--- src/rtl/calc_pkg.sv ---
// Shared calculator display definitions.
// Holds the 7-segment codes ({g,f,e,d,c,b,a}, active-high), the conversion
// FSM state type and the digit positions of the 3-digit result display.
package calc_pkg;

  localparam logic [6:0] SEG_DIGIT [0:9] = '{
    7'h3F, 7'h06, 7'h5B, 7'h4F, 7'h66,
    7'h6D, 7'h7D, 7'h07, 7'h7F, 7'h6F
  };
  localparam logic [6:0] SEG_MINUS = 7'h40;
  localparam logic [6:0] SEG_BLANK = 7'h00;

  typedef enum logic {IDLE, CONV} state_t;

  localparam logic [1:0] DIG_UNITS = 2'd0;
  localparam logic [1:0] DIG_TENS  = 2'd1;
  localparam logic [1:0] DIG_SIGN  = 2'd2;

endpackage

--- src/rtl/calc_result_display_if.sv ---
// Result-to-display bundle.
//   number_in/op_selected/load : result word, operation flag and load strobe
//   busy/done                  : conversion status back to the producer
//   an/seg                     : multiplexed 7-segment drive
// master = result producer side, slave = display block.
interface calc_result_display_if;
  logic [4:0] number_in;
  logic       op_selected;
  logic       load;
  logic       busy;
  logic       done;
  logic [2:0] an;
  logic [6:0] seg;

  modport master (
    output number_in, op_selected, load,
    input  busy, done, an, seg
  );

  modport slave (
    input  number_in, op_selected, load,
    output busy, done, an, seg
  );
endinterface

--- src/rtl/seg7_digit_decode.sv ---
// Combinational 4-bit to 7-segment decoder with blanking.
//   digit : value 0..9 (10..15 decode to blank)
//   blank : force all segments off
//   seg   : {g,f,e,d,c,b,a}, active-high
module seg7_digit_decode
  import calc_pkg::*;
(
  input  logic [3:0] digit,
  input  logic       blank,
  output logic [6:0] seg
);

  always_comb begin
    seg = SEG_BLANK;
    if (!blank && digit <= 4'd9) begin
      seg = SEG_DIGIT[digit];
    end
  end

endmodule

--- src/rtl/calc_result_display.sv ---
// Calculator result display.
// Captures a 5-bit add/sub result on load, converts it to sign/tens/units by
// repeated subtraction of 10 (one cycle per tens step plus one finishing
// cycle), then commits it to the display registers in a single edge so the
// multiplexed scan never shows a half-converted value.
// Ports:
//   clk   : system clock
//   clear : synchronous active-high reset, overrides load
//   bus   : calc_result_display_if.slave (result in, busy/done, an/seg out)
module calc_result_display
  import calc_pkg::*;
#(
  parameter int REFRESH_DIV = 50000
) (
  input  logic                  clk,
  input  logic                  clear,
  calc_result_display_if.slave  bus
);

  localparam int CW = (REFRESH_DIV > 1) ? $clog2(REFRESH_DIV) : 1;
  localparam logic [CW-1:0] CNT_LAST = CW'(REFRESH_DIV - 1);

  state_t        state_q, state_d;
  logic [4:0]    mag_q, mag_d;
  logic [1:0]    tens_work_q, tens_work_d;
  logic          neg_work_q, neg_work_d;
  logic [3:0]    units_q, units_d;
  logic [1:0]    tens_q, tens_d;
  logic          shown_neg_q, shown_neg_d;
  logic          busy_q, busy_d;
  logic          done_q, done_d;
  logic [CW-1:0] refresh_cnt_q, refresh_cnt_d;
  logic [1:0]    scan_idx_q, scan_idx_d;
  logic          capture_neg;

  // Conversion FSM and display commit.
  always_comb begin
    state_d     = state_q;
    mag_d       = mag_q;
    tens_work_d = tens_work_q;
    neg_work_d  = neg_work_q;
    units_d     = units_q;
    tens_d      = tens_q;
    shown_neg_d = shown_neg_q;
    done_d      = 1'b0;
    capture_neg = bus.op_selected & bus.number_in[4];

    if (bus.load) begin
      // A new load always wins, also over a conversion in progress.
      neg_work_d  = capture_neg;
      mag_d       = capture_neg ? (~bus.number_in + 5'd1) : bus.number_in;
      tens_work_d = 2'd0;
      state_d     = CONV;
    end else if (state_q == CONV) begin
      if (mag_q >= 5'd10) begin
        mag_d       = mag_q - 5'd10;
        tens_work_d = tens_work_q + 2'd1;
      end else begin
        units_d     = mag_q[3:0];
        tens_d      = tens_work_q;
        shown_neg_d = neg_work_q;
        state_d     = IDLE;
        done_d      = 1'b1;
      end
    end

    busy_d = (state_d == CONV);
  end

  // Digit scan, free-running and independent of the FSM.
  always_comb begin
    refresh_cnt_d = refresh_cnt_q + 1'b1;
    scan_idx_d    = scan_idx_q;
    if (refresh_cnt_q == CNT_LAST) begin
      refresh_cnt_d = '0;
      scan_idx_d    = (scan_idx_q == DIG_SIGN) ? DIG_UNITS : scan_idx_q + 2'd1;
    end
  end

  always_ff @(posedge clk) begin
    if (clear) begin
      state_q       <= IDLE;
      mag_q         <= '0;
      tens_work_q   <= '0;
      neg_work_q    <= 1'b0;
      units_q       <= '0;
      tens_q        <= '0;
      shown_neg_q   <= 1'b0;
      busy_q        <= 1'b0;
      done_q        <= 1'b0;
      refresh_cnt_q <= '0;
      scan_idx_q    <= DIG_UNITS;
    end else begin
      state_q       <= state_d;
      mag_q         <= mag_d;
      tens_work_q   <= tens_work_d;
      neg_work_q    <= neg_work_d;
      units_q       <= units_d;
      tens_q        <= tens_d;
      shown_neg_q   <= shown_neg_d;
      busy_q        <= busy_d;
      done_q        <= done_d;
      refresh_cnt_q <= refresh_cnt_d;
      scan_idx_q    <= scan_idx_d;
    end
  end

  // Output decode: one shared numeric decoder, sign digit handled directly.
  logic [3:0] dec_digit;
  logic       dec_blank;
  logic [6:0] dec_seg;

  assign dec_digit = (scan_idx_q == DIG_TENS) ? {2'b00, tens_q} : units_q;
  assign dec_blank = (scan_idx_q == DIG_TENS) && (tens_q == 2'd0);

  seg7_digit_decode u_dec (
    .digit (dec_digit),
    .blank (dec_blank),
    .seg   (dec_seg)
  );

  assign bus.seg  = (scan_idx_q == DIG_SIGN) ? (shown_neg_q ? SEG_MINUS : SEG_BLANK)
                                             : dec_seg;
  assign bus.an   = 3'b001 << scan_idx_q;
  assign bus.busy = busy_q;
  assign bus.done = done_q;

endmodule

--- src/flat_wrapper.sv ---
// flat-port wrapper written by rule: the top's interface ports become plain ports
module calc_result_display_flat import calc_pkg::*;
#(
  parameter int REFRESH_DIV = 50000
)
  (clk, clear, bus_number_in, bus_op_selected, bus_load, bus_busy, bus_done, bus_an, bus_seg);
  calc_result_display_if bus_i ();
  input  logic clk;
  input  logic clear;
  input wire logic [$bits(bus_i.number_in)-1:0] bus_number_in;
  input wire logic [$bits(bus_i.op_selected)-1:0] bus_op_selected;
  input wire logic [$bits(bus_i.load)-1:0] bus_load;
  output wire logic [$bits(bus_i.busy)-1:0] bus_busy;
  output wire logic [$bits(bus_i.done)-1:0] bus_done;
  output wire logic [$bits(bus_i.an)-1:0] bus_an;
  output wire logic [$bits(bus_i.seg)-1:0] bus_seg;
  assign bus_i.number_in = bus_number_in;
  assign bus_i.op_selected = bus_op_selected;
  assign bus_i.load = bus_load;
  assign bus_busy = bus_i.busy;
  assign bus_done = bus_i.done;
  assign bus_an = bus_i.an;
  assign bus_seg = bus_i.seg;
  calc_result_display #(.REFRESH_DIV(REFRESH_DIV)) u_core (.clk(clk), .clear(clear), .bus(bus_i));
endmodule
--- config.mk ---
export PLATFORM = sky130hd
export DESIGN_NAME = calc_result_display_flat
export DESIGN_NICKNAME = d
export VERILOG_FILES = /design/src/rtl/calc_pkg.sv /design/src/rtl/calc_result_display_if.sv /design/src/rtl/seg7_digit_decode.sv /design/src/rtl/calc_result_display.sv /design/src/flat_wrapper.sv
export SDC_FILE = /design/constraint.sdc
export NUM_CORES = 1
export LEC_CHECK = 0
export BUFFER_PORTS_ARGS = -buffer_cell sky130_fd_sc_hd__buf_2
export CAP_MARGIN = 20
export CORE_MARGIN = 5
export CORE_UTILIZATION = 55
export DETAILED_ROUTE_END_ITERATION = 8
export PLACE_DENSITY = 0.74
export SLEW_MARGIN = 20
export SYNTH_ARGS = -nofsm -noshare
export SYNTH_HDL_FRONTEND = slang
export SYNTH_SLANG_ARGS = --single-unit
export TNS_END_PERCENT = 5
--- constraint.sdc ---
create_clock -name clk -period 2.38 [get_ports clk]
set_clock_uncertainty 0.15 [all_clocks]
set_input_delay 0.238 -clock clk [delete_from_list [all_inputs] [get_ports clk]]
set_output_delay 0.238 -clock clk [all_outputs]
set_load 0.02 [all_outputs]
# ---- Yosys cells after proc, flatten, opt, wreduce, memory -nomap -nowiden
# Memories as Yosys holds them, arrays and structs flattened.
# Cells that the tools add are included.
dict set report classes {
  add_sub_neg 5
  bitwise 6
  eq_ne 3
  shift 1
  mux 15
  reduce_logical 12
  n_lt_le_gt_ge 3
}
# cell n
set op_table {}
lappend op_table {{2-to-1 mux 7 bit} 5}
lappend op_table {{2-to-1 mux 5 bit} 4}
lappend op_table {{adder 16 x 1 -> 16 bit (second input constant)} 1}
lappend op_table {{== test 16 bit (second input constant)} 1}
lappend op_table {{adder 5 x 1 -> 5 bit (second input constant)} 1}
lappend op_table {{>= comparator 5 x 4 -> 1 bit (second input constant)} 1}
lappend op_table {{>= comparator 5 bit (second input constant)} 1}
lappend op_table {{NOT 4 -> 5 bit} 1}
lappend op_table {{NOT 5 bit} 1}
lappend op_table {{subtractor 5 x 4 -> 5 bit (second input constant)} 1}
lappend op_table {{adder 2 x 1 -> 2 bit (second input constant)} 2}
lappend op_table {{less-or-equal comparator 4 bit (second input constant)} 1}
lappend op_table {{2-to-1 mux 1 bit} 4}
lappend op_table {{2-to-1 mux 4 bit} 1}
lappend op_table {{AND reduction 2 bit} 2}
lappend op_table {{nonzero test 2 bit} 2}
lappend op_table {{OR reduction 2 bit} 2}
lappend op_table {{NOT 1 bit} 3}
lappend op_table {{AND reduction 3 bit} 1}
lappend op_table {{OR reduction 3 bit} 1}
lappend op_table {{left shift 1 x 2 -> 3 bit (first input constant)} 1}
lappend op_table {{== test 2 x 1 -> 1 bit (second input constant)} 1}
lappend op_table {{== test 2 bit (second input constant)} 1}
lappend op_table {{logical AND 1 bit} 2}
lappend op_table {{other kinds (4)} 4}
dict set report totals {
  n_memories 1
  regBits 35
  output_inout_bits 12
  elab_cells 56
  romBits 112
  in_bits 9
}
# memory words width rd rd_ports_with_merged_regs write_ports line_no
set mem_list {}
lappend mem_list {{(no name shown)} 16 7 1 0 0 seg7_digit_decode.sv:16} ;# seg = SEG_DIGIT[digit];

# ---- Longest topological paths before layout
# Gate-level depths: netlist (run 1).
dict set report logic_depth {
  word_depth 8
  depth_mapped 8
  ltp_nobuf 8
}

# ---- Hierarchy
# Synthesis (run 1) repeated with hierarchy kept, for this count alone.
dict set report unflattened {
  hier_cells 221
  area_unflattened_um2 1901.8
}
# module area_each_um2 n_inst seq_area_each_um2 cells_each
set by_module_without_submodules {}
lappend by_module_without_submodules {calc_result_display 1671.6 1 700.7 190}
lappend by_module_without_submodules {seg7_digit_decode 230.2 1 0.0 31}

# ---- Worst setup path before layout (run 1)
# OpenSTA, ideal clock, no wires.
dict set report synth_timing {
  path_type {reg-to-output}
  startpoint {reg u_core.scan_idx_q[1]}
  endpoint {out bus_seg[0]}
  required_ns 1.992
  slack_ns 0.158
  stages_incl_launch_ff 9
  t_arrival_ns 1.834
  cell_sequence {dfxtp_1 > nand2b_1 > inv_2 > mux2i_1 > inv_1 > ha_1 > o21ai_0 > o31ai_1 > a21oi_1}
}
dict set report synth_between {
  elab_chain_len 8
  word_cells_on_any_way 13
}
# element line_no
set synth_rtl {}
lappend synth_rtl {{start: declaration} calc_result_display.sv:33} ;# logic [1:0] scan_idx_q, scan_idx_d;
lappend synth_rtl {{start signal: assignment} calc_result_display.sv:104} ;# scan_idx_q <= scan_idx_d;
lappend synth_rtl {{== test 2 x 1 -> 1 bit} {calc_result_display.sv:113, calc_result_display.sv:114}}
lappend synth_rtl {{2-to-1 mux 4 bit} calc_result_display.sv:113} ;# assign dec_digit = (scan_idx_q == DIG_TENS) ? {2'b00, tens_q} : units_q;
lappend synth_rtl {{NOT 4 -> 5 bit (not written as such)} seg7_digit_decode.sv:16}
lappend synth_rtl {{memory read (16 x 7 bit)} -}
lappend synth_rtl {{2-to-1 mux 7 bit (not written as such) (2 in a row)} seg7_digit_decode.sv:16}
lappend synth_rtl {{2-to-1 mux 7 bit} seg7_digit_decode.sv:15} ;# if (!blank && digit <= 4'd9) begin
lappend synth_rtl {{2-to-1 mux 7 bit (*)} calc_result_display.sv:122} ;# assign bus.seg = (scan_idx_q == DIG_SIGN) ? (shown_neg_q ? SEG_MINUS : SEG_BLANK)
lappend synth_rtl {{end: declaration} flat_wrapper.sv:16} ;# output wire logic [$bits(bus_i.seg)-1:0] bus_seg;
# Mark *: on every way between the ends. The rest lies on a longest branch, timed or not. The select of a mux whose other input is x is not followed.

# ---- Worst setup path after layout (run 1)
dict set report layout_timing {
  startpoint {reg u_core.scan_idx_q[1]}
  endpoint {out bus_seg[3]}
}
# The elaborated chain is that of the path after synthesis.

==> run metrics, run 1 <==
Core ar.=3100 um2; final layout net count=approximately 260; Reg area=about 710 um2; first-pass GRT wire length=slightly below 7000 um; setup violators final=0; period utilisation layout=a little over nine tenths; Max Clk Rate=0.432 GHz; Crit Path Category=register to output port; Clk Latency, worst-skew pair=0.34 ns; yosys warns=0; Routed Wire Length=4050 um; vias per cell=5.72; hpwl dp=2780 um; PD cells=between 500 and 600 nW/um2; number of synthesized flops with an enable pin=0; Yosys reg bits=35; n_diodes=0; Starting Density=roughly three fifths; crit-path cells=nand2b_4, clkinv_4, mux2i_4, buf_4, ha_2, o31ai_2, a21oi_1, buf_4; Die X-Extent=just under 70 um; CTS tree=done; grt ovf=0; CTS Sinks=35; Layout Cell Area excl Fill=between 2000 and 2500 um2; die area=~4600 um2; footprint of the multi-input gates=1120 um2; sw frac=between 20% and 30%; Routability Congestion=just under 0.9; DRT met1 WL=1780 um; CTS Buf Count=5; most frequent CP cell=buf_4; Worst setup SP type=register; share of layout cells above drive strength 1=20.7%; DRC errors left=0; H-tree depth=2; Tmin final=between 2 and 2.5 ns; Max clock buf depth=2; post-synthesis sequential area ratio=between 30 and 40%; Routed WL per cell=between 10 and 15 um; Vias=approximately 1600; initial antenna violation count=0; outcome=finished, final reports clean; P&R area growth vs syn=19.0%; Rows=20; I/O pins=21; vias in the first global route=approximately 1600; library cells used by synthesis=45; Leak=a little under 0.8 nW; crit-path max cell delay=roughly 0.36 ns; Seq pwr share=53.4%; Layout Utilization=69.7%; Min-Delay Path Class=input port to register; final antenna-violating net count=0; Syn Inst Count=about 210; met2 WL=2070 um; Combinational Power Share=approximately a tenth; Max-slew headroom=a little under three fifths; ys flop type=dfxtp_1; max cap viols=0; Die Y=approximately 67 um; CP arrival=approximately 1.9 ns; gr usage total=between 15 and 20%; Hold Buf Count CTS=0; synthesized area per cell=about 8.5 um2; largest net degree at the start of global routing=23; port bufs=20; Worst setup EP type=output port; Met3 Routed Length=between 150 and 200 um; Slowest cell on crit path=dfxtp_4; Max VDD drop=roughly 0.00036 V; Max Used Layer=met4; syn nets=around 230; initial DRC count=161; P_sw=~0.29 mW; Slew Viols, Final=0; placed cell areas=just under 2000 um2; fillers=approximately 260; ys async rst share=0%; RSZ-0062 raised after global routing=true; Clk pwr share=a little under two fifths; final hold vios=0; Setup TNS=0 ns; crit-path max FO=4; Mapped Area=around 1800 um2; CTS clk-pin slew, worst paths=between 0.1 and 0.15 ns; Int Pwr=0.865 mW; WHS=0.0308 ns; Worst-Margin Slew=roughly 0.66 ns; Clock Tree Root=clkbuf_4; DR pass1 iterations=5; Req. time, crit path=between 1.5 and 2 ns
-- critical path: cells and delay by family (launching register included) --
| kind | cells | cell delay (ns) |
|---|---|---|
| buffers and inverters | 3 | 0.41 |
| AND/OR/NAND/NOR | 1 | 0.16 |
| flip-flops | 1 | 0.36 |
| AO/OA/AOI/OAI | 2 | 0.28 |
| multiplexers | 1 | 0.19 |
| adder cells (fa/ha/maj) | 1 | 0.20 |
-- routing by layer --
layer	up-vias	global-route usage [%]
met1	779	22.6
met5	-	0
li1	809	-
met4	0	5.57
met2	39	34.0
met3	8	5.66
-- stage by stage --
step | std cells | setup WS, ns | power [mW]
floorplan | 213 | 0.158 | 0.702
global placement | 273 | 0.241 | 0.729
detailed placement | 273 | 0.0979 | 0.735
CTS | 282 | -0.0130 | 1.17
global route | 286 | -0.0281 | 1.22
finish | 286 | 0.0661 | 1.15
-- cells in the final DEF, fill, tap and decap left out, types with 2 or more instances in the layout --
| master | n |
|---|---|
| a31oi_1 | 2 |
| nand3_1 | 7 |
| nor4_1 | 5 |
| xor2_1 | 3 |
| a211oi_1 | 3 |
| ha_2 | 2 |
| buf_4 | 8 |
| a21oi_1 | 5 |
| ha_1 | 4 |
| nor2_1 | 33 |
| dfxtp_1 | 33 |
| nand2_1 | 14 |
| clkinv_4 | 2 |
| nor3_1 | 9 |
| nand4_1 | 6 |
| mux2i_1 | 9 |
| inv_1 | 12 |
| o21ai_0 | 6 |
| buf_2 | 17 |
| clkbuf_4 | 5 |
| dfxtp_4 | 2 |
| o221ai_1 | 2 |
| nand2b_1 | 3 |
| nor2b_1 | 4 |
| xnor2_1 | 14 |
-- final cells by class --
class	count	area share, %
clock inverters	3	2.02
well taps	44	2.54
inverters	13	2.49
repair buffers	25	6.71
clock buffers	5	1.74
multi-input cells	161	51.8
flip-flops and latches	35	32.7
-- synthesized netlist by cell type, types with 2 or more instances --
cell type,number,share of area (%)
a211oi_1,3,1.2
xor2_1,3,1.4
mux2i_1,11,6.1
nand2_1,14,2.9
dfxtp_1,35,39
nor2b_1,4,1.4
nor4_1,5,1.7
o31ai_1,2,0.83
clkbuf_1,3,0.62
inv_1,12,2.5
o21ai_0,7,1.9
nand3_1,7,1.9
nor3_1,10,2.8
xnor2_1,14,6.7
nor2_1,33,6.8
ha_1,6,4.1
nand2b_1,4,1.4
o221ai_1,2,0.96
a21oi_1,6,1.7
a31oi_1,2,0.69
nand4_1,6,2.1
-- sequential cells by signal (all words and copies together), names as in the netlist --
signal / cells
u_core.refresh_cnt_q: 16
u_core.mag_q: 5
u_core.units_q: 4
u_core.scan_idx_q: 2
u_core.tens_work_q: 2
u_core.bus.done: 1
u_core.state_q: 1
u_core.neg_work_q: 1
u_core.tens_q: 2
u_core.shown_neg_q: 1
-- timing repair --
item | in CTS | in global routing
resized for setup | 12 | 13
pin swaps | 2 | 3
setup endpoints to repair | 5 | 5
buffers inserted | 1 | 4
-- power by group through the flow --
stage / Combinational, mW / Sequential, mW / Clock [mW]
4_1_cts: 0.106 / 0.617 / 0.444
3_5_place_dp: 0.104 / 0.631 / 0
5_1_grt: 0.120 / 0.620 / 0.476
2_1_floorplan: 0.0738 / 0.628 / 0
6_report: 0.109 / 0.616 / 0.430
3_3_place_gp: 0.0984 / 0.630 / 0
-- path summary, 6_finish.rpt --
| path | from | to | slack (ns) | cells past startpoint |
|---|---|---|---|---|
| setup / recovery | u_core.scan_idx_q[1] | bus_seg[3] | 0.07 | 8 |
| hold / removal | bus_number_in[0] | u_core.mag_q[0] | 0.03 | 3 |
| setup reg to reg | u_core.refresh_cnt_q[0] | u_core.refresh_cnt_q[11] | 0.45 | 5 |
| hold reg to reg | u_core.neg_work_q | u_core.neg_work_q | 0.33 | 2 |
-- cells by family (layout without fill, tap and decap cells) --
kind of cell | Yosys count | in the layout | synth area share [%]
AO/OA/AOI/OAI | 32 | 32 | 12.0
AND/OR/NAND/NOR | 95 | 95 | 27.5
flip-flops | 35 | 35 | 38.5
buffers and inverters | 17 | 46 | 3.58
XOR/XNOR | 17 | 17 | 8.19
multiplexers | 11 | 11 | 6.06
adder cells (fa/ha/maj) | 6 | 6 | 4.13
Note: power is estimated with default switching activity, not from simulation.
==> run 2: changes to the inputs <==
--- a/config.mk
+++ b/config.mk
@@ -14,5 +14,6 @@
 export SLEW_MARGIN = 20
 export SYNTH_ARGS = -nofsm -noshare
 export SYNTH_HDL_FRONTEND = slang
+export SYNTH_HIERARCHICAL = 1
 export SYNTH_SLANG_ARGS = --single-unit
 export TNS_END_PERCENT = 5
==> run 2 against run 1 <==
The run now ends with negative setup slack left. Total power shrank 4.9%. Synthesized cell count up 3.8%. Worst setup slack got worse by 0.082 ns. Largest power group unchanged. Global-route usage is 1.2 points lower. Register-to-register slack improved by 0.02 ns. Sequential cell count is the same. Sequential share of layout area down 2.5 points. Critical path depth increased by 3. Worst hold slack improved by 0.0018 ns.
==> run metrics, run 2 <==
period utilisation layout=101% (was 97.2%); Max clock buf depth=2 (unchanged); worst hold endpoint=u_core/mag_q[0] (was u_core.mag_q[0]); share of the synthesized area in the top cell type=36.8% (was 38.5%); Routed WL per cell=12.2 um (was 14.2 um); largest register by flop count=u_core/refresh_cnt_q (was u_core.refresh_cnt_q); gr usage total=18.1% (was 19.3%); Mapped Area=1900 um2 (was 1820 um2); crit-path cells=nand2b_4, inv_4, nand2_2, nand2_4, inv_4, ha_4, o21bai_4, a21o_4, a21oi_1, mux2_4, buf_6 (was nand2b_4, clkinv_4, mux2i_4, buf_4, ha_2, o31ai_2, a21oi_1, buf_4); max reg flops=16 (unchanged); Overall Power=1.10 mW (was 1.15 mW); library cells used by synthesis=42 (was 45); initial antenna violation count=0 (unchanged); Hold Path Depth=3 (unchanged); Hold Crit Start=bus_number_in[0] (unchanged); most frequent CP cell=inv_4 (was buf_4); Worst setup EP type=output port (unchanged); final worst slack=-0.0157 ns (was 0.0661 ns); Routed Wire Length=3770 um (was 4050 um); Min-Delay Path Class=input port to register (unchanged); Worst-Margin Slew=0.660 ns (was 0.662 ns); CP arrival=2.01 ns (was 1.93 ns); Max VDD drop=0.000353 V (was 0.000359 V); r2r endpoint=u_core/tens_q[1] (was u_core.refresh_cnt_q[11]); grt ovf=0 (unchanged); most frequent cells in the layout=nor2_1 (37), dfxtp_1 (33), buf_4 (19), buf_2 (16), xnor2_1 (16) (was nor2_1 (33), dfxtp_1 (33), buf_2 (17), nand2_1 (14), xnor2_1 (14)); Post-synth top cells=nor2_1 (37), dfxtp_1 (35), inv_1 (16), xnor2_1 (16), nand2_1 (14) (was dfxtp_1 (35), nor2_1 (33), nand2_1 (14), xnor2_1 (14), inv_1 (12)); yosys warns=6 (was 0); pre-CTS setup slack=0.0217 ns (was 0.0979 ns); WHS=0.0326 ns (was 0.0308 ns); Seq pwr share=56.1% (was 53.4%); share of layout cells above drive strength 1=24.8% (was 20.7%); Max-slew headroom=55.7% (was 55.5%); post-synthesis sequential area ratio=36.8% (was 38.5%); final layout net count=278 (was 256); DR pass1 iterations=4 (was 5); Tmin final=2.40 ns (was 2.31 ns); Routability Congestion=0.769 (was 0.883); fillers=291 (was 264); most area-consuming cells after synthesis=dfxtp_1 (37%), xnor2_1 (7.4%), nor2_1 (7.3%) (was dfxtp_1 (39%), nor2_1 (6.8%), xnor2_1 (6.7%)); synthesized area per cell=8.61 um2 (was 8.54 um2); die area=4730 um2 (was 4550 um2); Placed Instances=286 (was 273); final hold vios=0 (unchanged); Clk Latency, worst-skew pair=0.33 ns (was 0.34 ns); Die X-Extent=68.8 um (was 67.5 um); Yosys reg bits=35 (unchanged); crit-path max FO=6 (was 4); worst r2r src=u_core/mag_q[1] (was u_core.refresh_cnt_q[0]); I/O pins=21 (unchanged); vias in the first global route=1462 (was 1557); Int Pwr=0.833 mW (was 0.865 mW); CTS Buf Count=5 (unchanged); Yosys top cell by area=dfxtp_1 (unchanged); Max Clk Rate=0.417 GHz (was 0.432 GHz); commonest non-fill, non-tap cell in the layout=nor2_1; Starting Density=57.0% (was 58.6%); CTS tree=done (unchanged); Req. time, crit path=1.99 ns (about the same); failing checks=negative setup slack; largest registers=u_core/refresh_cnt_q (16), u_core/mag_q (5), u_core/units_q (4) (was u_core.refresh_cnt_q (16), u_core.mag_q (5), u_core.units_q (4)); PD cells=472 nW/um2 (was 534 nW/um2); Leak=0.889 nW (was 0.784 nW); initial DRC count=93 (was 161); ys flop type=dfxtp_1 (unchanged); Clock Tree Root=clkbuf_4 (unchanged); max cap viols=0 (unchanged); Vias=1578 (was 1635); crit-path max cell delay=0.33 ns (was 0.36 ns); P&R area growth vs syn=22.4% (was 19.0%); CTS Sinks=35 (unchanged); Combinational Power Share=11.5% (was 9.4%); Finished Layout Cells=308 (was 286); Clk pwr share=32.4% (was 37.2%); Hold Buf Count CTS=0 (unchanged); setup violators final=1 (was 0); syn nets=238 (was 228); Rows=21 (was 20); n_diodes=0 (unchanged); final antenna-violating net count=0 (unchanged); Crit Path Category=register to output port (unchanged); number of synthesized flops with an enable pin=0 (unchanged); hpwl dp=2500 um (was 2780 um); largest net degree at the start of global routing=23 (unchanged); first-pass GRT wire length=6440 um (was 6770 um); port bufs=20 (unchanged); RSZ-0062 raised after global routing=true (unchanged); Slowest cell on crit path=dfxtp_2 (was dfxtp_4); Syn Inst Count=221 (was 213); R2R Setup Slk=0.47 ns (was 0.45 ns); Die Y=68.8 um (was 67.5 um); CTS clk-pin slew, worst paths=0.10 ns (was 0.11 ns); Core ar.=3340 um2 (was 3100 um2); Slew Viols, Final=0 (unchanged); outcome=finished with violations (was finished, final reports clean); P_sw=0.265 mW (was 0.289 mW); H-tree depth=2 (unchanged); Worst setup SP type=register (unchanged); DRC errors left=0 (unchanged); vias per cell=5.12 (was 5.72); Reg2Reg Depth=6 (was 5); top-count cell post-synth=nor2_1 (was dfxtp_1); ys async rst share=0% (unchanged); Layout Utilization=69.7% (about the same); sw frac=24.2% (was 25.1%)
-- run 2: changes by cell type after synthesis, moves of 3 or more --
cell | previous run | this run
inv_1 | 12 | 16
nand2b_1 | 4 | 7
nand4_1 | 6 | 3
a21oi_1 | 6 | 9
nor2_1 | 33 | 37
o21ai_0 | 7 | 2
and2_1 | 0 | 8
-- run 2: power by group through the flow --
stage	combinational, mW	sequential [mW]	clock (mW)
floorplan	0.0855	0.628	0
global placement	0.116	0.630	0
detailed placement	0.117	0.630	0
CTS	0.124	0.616	0.371
global route	0.143	0.620	0.409
finish	0.126	0.616	0.356
-- run 2: routing by layer --
metal | vias up | part of all wire, % | global-route usage, %
met5 | - | 0 | 0
met1 | 717 | 45 | 22.1
li1 | 834 | - | -
met4 | 0 | 0.80 | 4.87
met3 | 4 | 4.1 | 6.48
met2 | 23 | 50 | 30.0
-- run 2: layout make-up --
| class | count | area [um2] | share of cell area, % |
|---|---|---|---|
| timing repair buffer | 39 | 268 | 11.5 |
| tap | 46 | 57.6 | 2.47 |
| multi-input combinational | 164 | 1160 | 49.9 |
| sequential | 35 | 703 | 30.2 |
| inverter | 16 | 67.6 | 2.90 |
| clock buffer | 8 | 68.8 | 2.96 |
-- run 2: repair_timing --
item / in CTS / in global routing
gates resized for setup: 20 / 8
pin swaps: 3 / 4
buffers inserted: 13 / 1
setup endpoints to repair: 7 / 8
-- run 2: cell families after synthesis --
| family | Yosys count | share of synthesized area, % |
|---|---|---|
| simple gates | 99 | 27.3 |
| flops | 35 | 36.8 |
| compound gates | 26 | 10.7 |
| buf+inv | 22 | 4.80 |
| xor+xnor | 19 | 8.75 |
| mux | 12 | 6.38 |
| fa+ha+maj | 8 | 5.26 |
-- run 2: worst max-delay path by stage --
stage / from / to / slack (ns) / cells past startpoint
after floorplan: u_core/scan_idx_q[1] / bus_seg[4] / 0.10 / 10
after detailed placement: u_core/scan_idx_q[1] / bus_seg[6] / 0.02 / 11
after CTS: u_core/scan_idx_q[1] / bus_seg[6] / -0.008 / 11
final: u_core/scan_idx_q[1] / bus_seg[6] / -0.02 / 11
after global placement: u_core/scan_idx_q[1] / bus_seg[6] / 0.09 / 11
after global routing: u_core/scan_idx_q[1] / bus_seg[4] / -0.14 / 11
-- run 2: critical path, delay by kind of cell (launching register included) --
| kind | cells | cell delay (ns) |
|---|---|---|
| adder cells (fa/ha/maj) | 1 | 0.17 |
| buffers and inverters | 3 | 0.25 |
| AND/OR/NAND/NOR | 3 | 0.34 |
| multiplexers | 1 | 0.26 |
| flip-flops | 1 | 0.33 |
| AO/OA/AOI/OAI | 3 | 0.34 |
-- run 2: through the flow --
step | setup TNS, ns | area (um2)
2_1_floorplan | 0 | 1900
3_3_place_gp | 0 | 2070
3_5_place_dp | 0 | 2070
4_1_cts | -0.00784 | 2300
5_1_grt | -0.544 | 2330
6_report | -0.0157 | 2330
